[config.mk]
export PLATFORM = sky130hd
export DESIGN_NAME = multicycle_main_ctrl_flat
export DESIGN_NICKNAME = d
export VERILOG_FILES = /design/src/rtl/multicycle_main_ctrl_pkg.sv /design/src/rtl/multicycle_main_ctrl_if.sv /design/src/rtl/multicycle_main_ctrl.sv /design/src/flat_wrapper.sv
export SDC_FILE = /design/constraint.sdc
export NUM_CORES = 1
export LEC_CHECK = 0
export ABC_CLOCK_PERIOD_IN_PS = 1600
export BUFFER_PORTS_ARGS = -buffer_cell sky130_fd_sc_hd__buf_2
export CAP_MARGIN = 20
export CORE_ASPECT_RATIO = 0.9
export CORE_MARGIN = 2
export CORE_UTILIZATION = 35
export CTS_BUF_LIST = sky130_fd_sc_hd__clkbuf_2 sky130_fd_sc_hd__clkbuf_4 sky130_fd_sc_hd__clkbuf_8
export CTS_CLUSTER_DIAMETER = 120
export CTS_CLUSTER_SIZE = 40
export DETAILED_ROUTE_END_ITERATION = 10
export HOLD_SLACK_MARGIN = 0.15
export SLEW_MARGIN = 20
export SYNTH_ARGS = -nofsm -noshare
export SYNTH_HDL_FRONTEND = slang
export SYNTH_SLANG_ARGS = --single-unit
[constraint.sdc]
create_clock -name clk_i -period 1.6 [get_ports clk_i]
set_input_delay 0.16 -clock clk_i [delete_from_list [all_inputs] [get_ports clk_i]]
set_output_delay 0.16 -clock clk_i [all_outputs]
set_load 0.01 [all_outputs]
[src/rtl/multicycle_main_ctrl_pkg.sv]
// mips_defs: opcodes, ALUOp codes, mux select codes and state encodings shared by the MIPS control blocks.
package mips_defs;
    localparam int ST_W = 4;

    localparam logic [5:0] OP_RTYPE = 6'd0;
    localparam logic [5:0] OP_J     = 6'd2;
    localparam logic [5:0] OP_BEQ   = 6'd4;
    localparam logic [5:0] OP_ADDI  = 6'd8;
    localparam logic [5:0] OP_SLTI  = 6'd10;
    localparam logic [5:0] OP_LW    = 6'd35;
    localparam logic [5:0] OP_SW    = 6'd43;

    localparam logic [2:0] ALUOP_NONE  = 3'b000;
    localparam logic [2:0] ALUOP_RTYPE = 3'b010;
    localparam logic [2:0] ALUOP_SUB   = 3'b001;
    localparam logic [2:0] ALUOP_ADD   = 3'b101;
    localparam logic [2:0] ALUOP_SLT   = 3'b110;

    localparam logic [1:0] SRCB_RT     = 2'b00;
    localparam logic [1:0] SRCB_FOUR   = 2'b01;
    localparam logic [1:0] SRCB_IMM    = 2'b10;
    localparam logic [1:0] SRCB_IMM_SH = 2'b11;

    localparam logic [1:0] PCSRC_ALU    = 2'b00;
    localparam logic [1:0] PCSRC_ALUOUT = 2'b01;
    localparam logic [1:0] PCSRC_JUMP   = 2'b10;

    typedef enum logic [ST_W-1:0] {
        S_RESET   = 4'd0,
        S_FETCH   = 4'd1,
        S_DECODE  = 4'd2,
        S_MEMADDR = 4'd3,
        S_MEMRD   = 4'd4,
        S_MEMWB   = 4'd5,
        S_MEMWR   = 4'd6,
        S_REX     = 4'd7,
        S_RWB     = 4'd8,
        S_BRANCH  = 4'd9,
        S_JUMP    = 4'd10,
        S_IEX     = 4'd11,
        S_IWB     = 4'd12
    } state_t;
endpackage

[src/rtl/multicycle_main_ctrl_if.sv]
// multicycle_main_ctrl_if: opcode/memory-ready inputs and datapath control outputs of the main controller.
interface multicycle_main_ctrl_if;
    logic [5:0] instr_op_i;
    logic       mem_ready_i;
    logic       PCWrite_o;
    logic       PCWriteCond_o;
    logic       IorD_o;
    logic       MemRead_o;
    logic       MemWrite_o;
    logic       IRWrite_o;
    logic       MemtoReg_o;
    logic       RegDst_o;
    logic       RegWrite_o;
    logic       ALUSrcA_o;
    logic [1:0] ALUSrcB_o;
    logic [1:0] PCSource_o;
    logic [2:0] ALUOp_o;
    logic       instr_done_o;
    logic       illegal_o;
    logic [3:0] state_o;

    modport master (
        input  instr_op_i, mem_ready_i,
        output PCWrite_o, PCWriteCond_o, IorD_o, MemRead_o, MemWrite_o, IRWrite_o,
               MemtoReg_o, RegDst_o, RegWrite_o, ALUSrcA_o, ALUSrcB_o, PCSource_o,
               ALUOp_o, instr_done_o, illegal_o, state_o
    );

    modport slave (
        output instr_op_i, mem_ready_i,
        input  PCWrite_o, PCWriteCond_o, IorD_o, MemRead_o, MemWrite_o, IRWrite_o,
               MemtoReg_o, RegDst_o, RegWrite_o, ALUSrcA_o, ALUSrcB_o, PCSource_o,
               ALUOp_o, instr_done_o, illegal_o, state_o
    );
endinterface

[src/rtl/multicycle_main_ctrl.sv]
// multicycle_main_ctrl: Moore main control FSM for the multi-cycle MIPS datapath, stalling on mem_ready.
module multicycle_main_ctrl
    import mips_defs::*;
(
    input  logic                 clk_i,
    input  logic                 rst_i,
    multicycle_main_ctrl_if.master bus
);
    state_t     r_state;
    state_t     w_next;
    logic       w_ready;
    logic [5:0] w_op;

    assign w_ready     = bus.mem_ready_i;
    assign w_op        = bus.instr_op_i;
    assign bus.state_o = r_state;

    always_ff @(posedge clk_i or negedge rst_i) begin
        if (!rst_i) r_state <= S_RESET;
        else        r_state <= w_next;
    end

    always_comb begin
        w_next = S_FETCH;
        case (r_state)
            S_FETCH:   w_next = w_ready ? S_DECODE : S_FETCH;
            S_DECODE:  w_next = (w_op == OP_LW || w_op == OP_SW)     ? S_MEMADDR :
                                (w_op == OP_RTYPE)                    ? S_REX     :
                                (w_op == OP_BEQ)                      ? S_BRANCH  :
                                (w_op == OP_J)                        ? S_JUMP    :
                                (w_op == OP_ADDI || w_op == OP_SLTI) ? S_IEX     : S_FETCH;
            S_MEMADDR: w_next = (w_op == OP_LW) ? S_MEMRD : S_MEMWR;
            S_MEMRD:   w_next = w_ready ? S_MEMWB : S_MEMRD;
            S_MEMWR:   w_next = w_ready ? S_FETCH : S_MEMWR;
            S_REX:     w_next = S_RWB;
            S_IEX:     w_next = S_IWB;
            default:   w_next = S_FETCH;
        endcase
    end

    always_comb begin
        bus.PCWrite_o     = 1'b0;
        bus.PCWriteCond_o = 1'b0;
        bus.IorD_o        = 1'b0;
        bus.MemRead_o     = 1'b0;
        bus.MemWrite_o    = 1'b0;
        bus.IRWrite_o     = 1'b0;
        bus.MemtoReg_o    = 1'b0;
        bus.RegDst_o      = 1'b0;
        bus.RegWrite_o    = 1'b0;
        bus.ALUSrcA_o     = 1'b0;
        bus.ALUSrcB_o     = SRCB_RT;
        bus.PCSource_o    = PCSRC_ALU;
        bus.ALUOp_o       = ALUOP_NONE;
        bus.instr_done_o  = 1'b0;
        bus.illegal_o     = 1'b0;
        case (r_state)
            S_FETCH: begin
                bus.MemRead_o = 1'b1;
                bus.ALUSrcB_o = SRCB_FOUR;
                bus.ALUOp_o   = ALUOP_ADD;
                bus.IRWrite_o = w_ready;
                bus.PCWrite_o = w_ready;
            end
            S_DECODE: begin
                // branch target precomputed into ALUOut
                bus.ALUSrcB_o = SRCB_IMM_SH;
                bus.ALUOp_o   = ALUOP_ADD;
                bus.illegal_o = !(w_op == OP_LW || w_op == OP_SW || w_op == OP_RTYPE || w_op == OP_BEQ ||
                                  w_op == OP_J || w_op == OP_ADDI || w_op == OP_SLTI);
            end
            S_MEMADDR: begin
                bus.ALUSrcA_o = 1'b1;
                bus.ALUSrcB_o = SRCB_IMM;
                bus.ALUOp_o   = ALUOP_ADD;
            end
            S_MEMRD: begin
                bus.MemRead_o = 1'b1;
                bus.IorD_o    = 1'b1;
            end
            S_MEMWB: begin
                bus.RegWrite_o   = 1'b1;
                bus.MemtoReg_o   = 1'b1;
                bus.instr_done_o = 1'b1;
            end
            S_MEMWR: begin
                bus.MemWrite_o   = 1'b1;
                bus.IorD_o       = 1'b1;
                bus.instr_done_o = w_ready;
            end
            S_REX: begin
                bus.ALUSrcA_o = 1'b1;
                bus.ALUOp_o   = ALUOP_RTYPE;
            end
            S_RWB: begin
                bus.RegWrite_o   = 1'b1;
                bus.RegDst_o     = 1'b1;
                bus.instr_done_o = 1'b1;
            end
            S_BRANCH: begin
                bus.ALUSrcA_o     = 1'b1;
                bus.ALUOp_o       = ALUOP_SUB;
                bus.PCWriteCond_o = 1'b1;
                bus.PCSource_o    = PCSRC_ALUOUT;
                bus.instr_done_o  = 1'b1;
            end
            S_JUMP: begin
                bus.PCWrite_o    = 1'b1;
                bus.PCSource_o   = PCSRC_JUMP;
                bus.instr_done_o = 1'b1;
            end
            S_IEX: begin
                bus.ALUSrcA_o = 1'b1;
                bus.ALUSrcB_o = SRCB_IMM;
                bus.ALUOp_o   = (w_op == OP_SLTI) ? ALUOP_SLT : ALUOP_ADD;
            end
            S_IWB: begin
                bus.RegWrite_o   = 1'b1;
                bus.instr_done_o = 1'b1;
            end
            default: ;
        endcase
    end
endmodule

[src/flat_wrapper.sv]
// flat-port wrapper written by rule: the top's interface ports become plain ports
module multicycle_main_ctrl_flat import mips_defs::*;
  (clk_i, rst_i, bus_instr_op_i, bus_mem_ready_i, bus_PCWrite_o, bus_PCWriteCond_o, bus_IorD_o, bus_MemRead_o, bus_MemWrite_o, bus_IRWrite_o, bus_MemtoReg_o, bus_RegDst_o, bus_RegWrite_o, bus_ALUSrcA_o, bus_ALUSrcB_o, bus_PCSource_o, bus_ALUOp_o, bus_instr_done_o, bus_illegal_o, bus_state_o);
  multicycle_main_ctrl_if bus_i ();
  input  logic clk_i;
  input  logic rst_i;
  input wire logic [$bits(bus_i.instr_op_i)-1:0] bus_instr_op_i;
  input wire logic [$bits(bus_i.mem_ready_i)-1:0] bus_mem_ready_i;
  output wire logic [$bits(bus_i.PCWrite_o)-1:0] bus_PCWrite_o;
  output wire logic [$bits(bus_i.PCWriteCond_o)-1:0] bus_PCWriteCond_o;
  output wire logic [$bits(bus_i.IorD_o)-1:0] bus_IorD_o;
  output wire logic [$bits(bus_i.MemRead_o)-1:0] bus_MemRead_o;
  output wire logic [$bits(bus_i.MemWrite_o)-1:0] bus_MemWrite_o;
  output wire logic [$bits(bus_i.IRWrite_o)-1:0] bus_IRWrite_o;
  output wire logic [$bits(bus_i.MemtoReg_o)-1:0] bus_MemtoReg_o;
  output wire logic [$bits(bus_i.RegDst_o)-1:0] bus_RegDst_o;
  output wire logic [$bits(bus_i.RegWrite_o)-1:0] bus_RegWrite_o;
  output wire logic [$bits(bus_i.ALUSrcA_o)-1:0] bus_ALUSrcA_o;
  output wire logic [$bits(bus_i.ALUSrcB_o)-1:0] bus_ALUSrcB_o;
  output wire logic [$bits(bus_i.PCSource_o)-1:0] bus_PCSource_o;
  output wire logic [$bits(bus_i.ALUOp_o)-1:0] bus_ALUOp_o;
  output wire logic [$bits(bus_i.instr_done_o)-1:0] bus_instr_done_o;
  output wire logic [$bits(bus_i.illegal_o)-1:0] bus_illegal_o;
  output wire logic [$bits(bus_i.state_o)-1:0] bus_state_o;
  assign bus_i.instr_op_i = bus_instr_op_i;
  assign bus_i.mem_ready_i = bus_mem_ready_i;
  assign bus_PCWrite_o = bus_i.PCWrite_o;
  assign bus_PCWriteCond_o = bus_i.PCWriteCond_o;
  assign bus_IorD_o = bus_i.IorD_o;
  assign bus_MemRead_o = bus_i.MemRead_o;
  assign bus_MemWrite_o = bus_i.MemWrite_o;
  assign bus_IRWrite_o = bus_i.IRWrite_o;
  assign bus_MemtoReg_o = bus_i.MemtoReg_o;
  assign bus_RegDst_o = bus_i.RegDst_o;
  assign bus_RegWrite_o = bus_i.RegWrite_o;
  assign bus_ALUSrcA_o = bus_i.ALUSrcA_o;
  assign bus_ALUSrcB_o = bus_i.ALUSrcB_o;
  assign bus_PCSource_o = bus_i.PCSource_o;
  assign bus_ALUOp_o = bus_i.ALUOp_o;
  assign bus_instr_done_o = bus_i.instr_done_o;
  assign bus_illegal_o = bus_i.illegal_o;
  assign bus_state_o = bus_i.state_o;
  multicycle_main_ctrl u_core (.clk_i(clk_i), .rst_i(rst_i), .bus(bus_i));
endmodule
==> summary.txt <==
outcome -> complete, no violations
post-synthesis mux area share -> 0
Cells after Synth -> 85
Port Buffers -> 31
PD cells -> 1630 nW/µm²
Final Cycle Share -> 0.977
Worst-Skew Late Latency -> 240 ps
Synth Flop Type -> dfrtp_1
first-pass GRT wire length -> 2.75 mm
diode count -> 0
Slew @ Worst Pin -> 337 ps
Yosys reg bits -> 4
worst-path fanout max -> 13
H-tree Lvls -> 1
Clock Sinks -> 4
Startpoint Class -> flop
io pins -> 32
P&R area growth vs syn -> 32.9%
initial antenna violation count -> 0
most frequent cells after synthesis -> 11 x nor2_1, 6 x nand2b_1, 6 x o21ai_0
Root Driver -> clkbuf_4
area leader, netlist -> dfrtp_1
core area -> 1730 µm²
Util after Layout -> 0.507
Synthesized Nets -> 94
Netlist cell types -> 41
EDFF count, synth -> 0
die area -> 2260 µm²
Iteration-0 DRC Markers -> 13
Adder-Cell Fraction of Synth Area -> 0
FMAX -> 0.640 GHz
Fin. Hold Viols -> 0
cell with the most instances after synthesis -> nor2_1
Power, Total -> 0.00143 W
Vias -> 738
die width -> 49.8 µm
Clock Skews -> 3.14 ps
type of the worst min-delay path -> input pin to asynchronous set/reset pin
layout cell share with drive strength beyond 1 -> 0.467
DP HPWL -> 1.26 mm
Synth Area in Compound Gates -> 0.278
Peak VDD IR -> 739 µV
largest family of logic cells by synthesized area -> simple AND/OR/NAND/NOR gates
detailed-route DRC error count -> 0
largest net degree at the start of global routing -> 17
synth top area cells -> dfrtp_1 15%, buf_6 6.8%, nor2_1 6.2%
vias in the first global route -> 663
First-pass DRT Iterations -> 4
Initial Util -> 0.382
RSZ-0062 raised after global routing -> true
Post-synth ARST share -> 1.00
Pleak -> 0.433 nW
Synth Area in Simple Gates -> 0.403
Inserted Clock Buffers -> 3
Slew Viols, Final -> 0
antenna-violating nets left -> 0
# setup viols final -> 0
Yosys top cell area share -> 0.151
Layout Nets -> 131
CTS clk-pin slew, worst paths -> 40 ps
Post-Syn Area -> 662 µm²
Overflow after GRT -> 0
Routed wire per std cell -> 11.9 µm
global-route usage over all layers -> 0.161
CP Class -> flop to output port
fin crit period -> 1560 ps
max reg flops -> 4
CTS tree -> yes
Arr. time, crit path -> 1400 ps
Seq/Total Area, Yosys -> 0.151
Worst setup EP type -> output port
Crit path required time -> 1440 ps
xor/xnor share of the synthesized area -> 0.0132
Die H -> 45.3 µm
wirelength, routed -> 1.71 mm
via-per-instance ratio -> 5.13
maximum clock path buffer count -> 2
yosys warns -> 0
Max-Cap Viols -> 0
Max-slew headroom -> 0.776
Row Count -> 14
Mean Syn Cell Area -> 7.79 µm²
RePlAce Congestion -> 0.773
-- layout by cell type (no fill, tap or decap), types with 2 or more instances in the layout --
cell type / instances
nand2b_4: 2
nand2_1: 2
nand4_1: 2
o22a_1: 2
inv_1: 3
nor2_1: 11
buf_2: 31
dfrtp_2: 4
a21oi_1: 5
clkbuf_4: 3
nand3_1: 3
nand2b_1: 5
buf_4: 9
o21ai_0: 6
nor3_1: 3
and3_1: 2
-- repair_timing --
item,4_1_cts,5_1_grt
buffers inserted,0,5
hold endpoints to repair,4,0
resized for setup,6,2
hold buffers,1,0
setup endpoints to repair,13,5
pin swaps,0,0
-- worst paths after layout --
kind | from | end | slack [ps] | depth (start not counted)
max | u_core.bus.state_o[1] | bus_PCWrite_o | 40 | 4
min reg2reg | u_core.bus.state_o[1] | u_core.bus.state_o[3] | 740 | 2
max in group asynchronous | rst_i | u_core.bus.state_o[1] | 1210 | 2
min in group clk_i | bus_instr_op_i[1] | u_core.bus.state_o[2] | 260 | 2
max reg2reg | u_core.bus.state_o[1] | u_core.bus.state_o[1] | 260 | 4
min | rst_i | u_core.bus.state_o[3] | 250 | 2
-- per-layer routing --
metal | track usage | vias to the layer above | wire length (µm)
li1 | - | 380 | -
met1 | 0.185 | 328 | 789
met2 | 0.296 | 28 | 820
met3 | 0.0397 | 2 | 91
met4 | 0.0500 | 0 | 12
met5 | 0 | - | 0
-- per-stage QoR --
stage | hold slack (ps) | setup TNS (ps) | setup slack, ps | instances | area, µm²
6_report | 255 | 0 | 37.5 | 144 | 880
5_1_grt | 268 | -145 | -62.3 | 144 | 880
4_1_cts | 252 | 0 | 8.45 | 139 | 838
3_5_place_dp | -31.2 | 0 | 135 | 135 | 793
3_3_place_gp | -35.3 | 0 | 138 | 135 | 793
2_1_floorplan | -136 | 0 | 246 | 85 | 662
-- logic make-up after synthesis --
kind of cell | after synthesis
compound gates | 25
xor+xnor | 1
buf+inv | 13
flops | 4
simple gates | 42
-- worst max-delay path: stages, from the launching register on --
cell	delay, ps
dfrtp_2	480
nand3b_1	250
o22a_1	230
nor2_1	70
buf_2	130
-- report_power, final --
part / switching [W] / internal, W / total, W / leakage [nW]
Sequential: 0.000156 / 0.000146 / 0.000303 / 0.0454
Clock: 0.0000417 / 0.0000839 / 0.000126 / 0.0138
Combinational: 0.000489 / 0.000517 / 0.00101 / 0.374
-- layout make-up --
| class | count | area, µm² |
|---|---|---|
| Inverter | 3 | 11.3 |
| Tap cell | 24 | 30.0 |
| Fill cell | 195 | 855 |
| Clock buffer | 3 | 22.5 |
| Multi-Input combinational cell | 68 | 467 |
| Sequential cell | 4 | 105 |
| Timing Repair Buffer | 42 | 244 |
No activity file was read; power rests on OpenSTA's default activity.
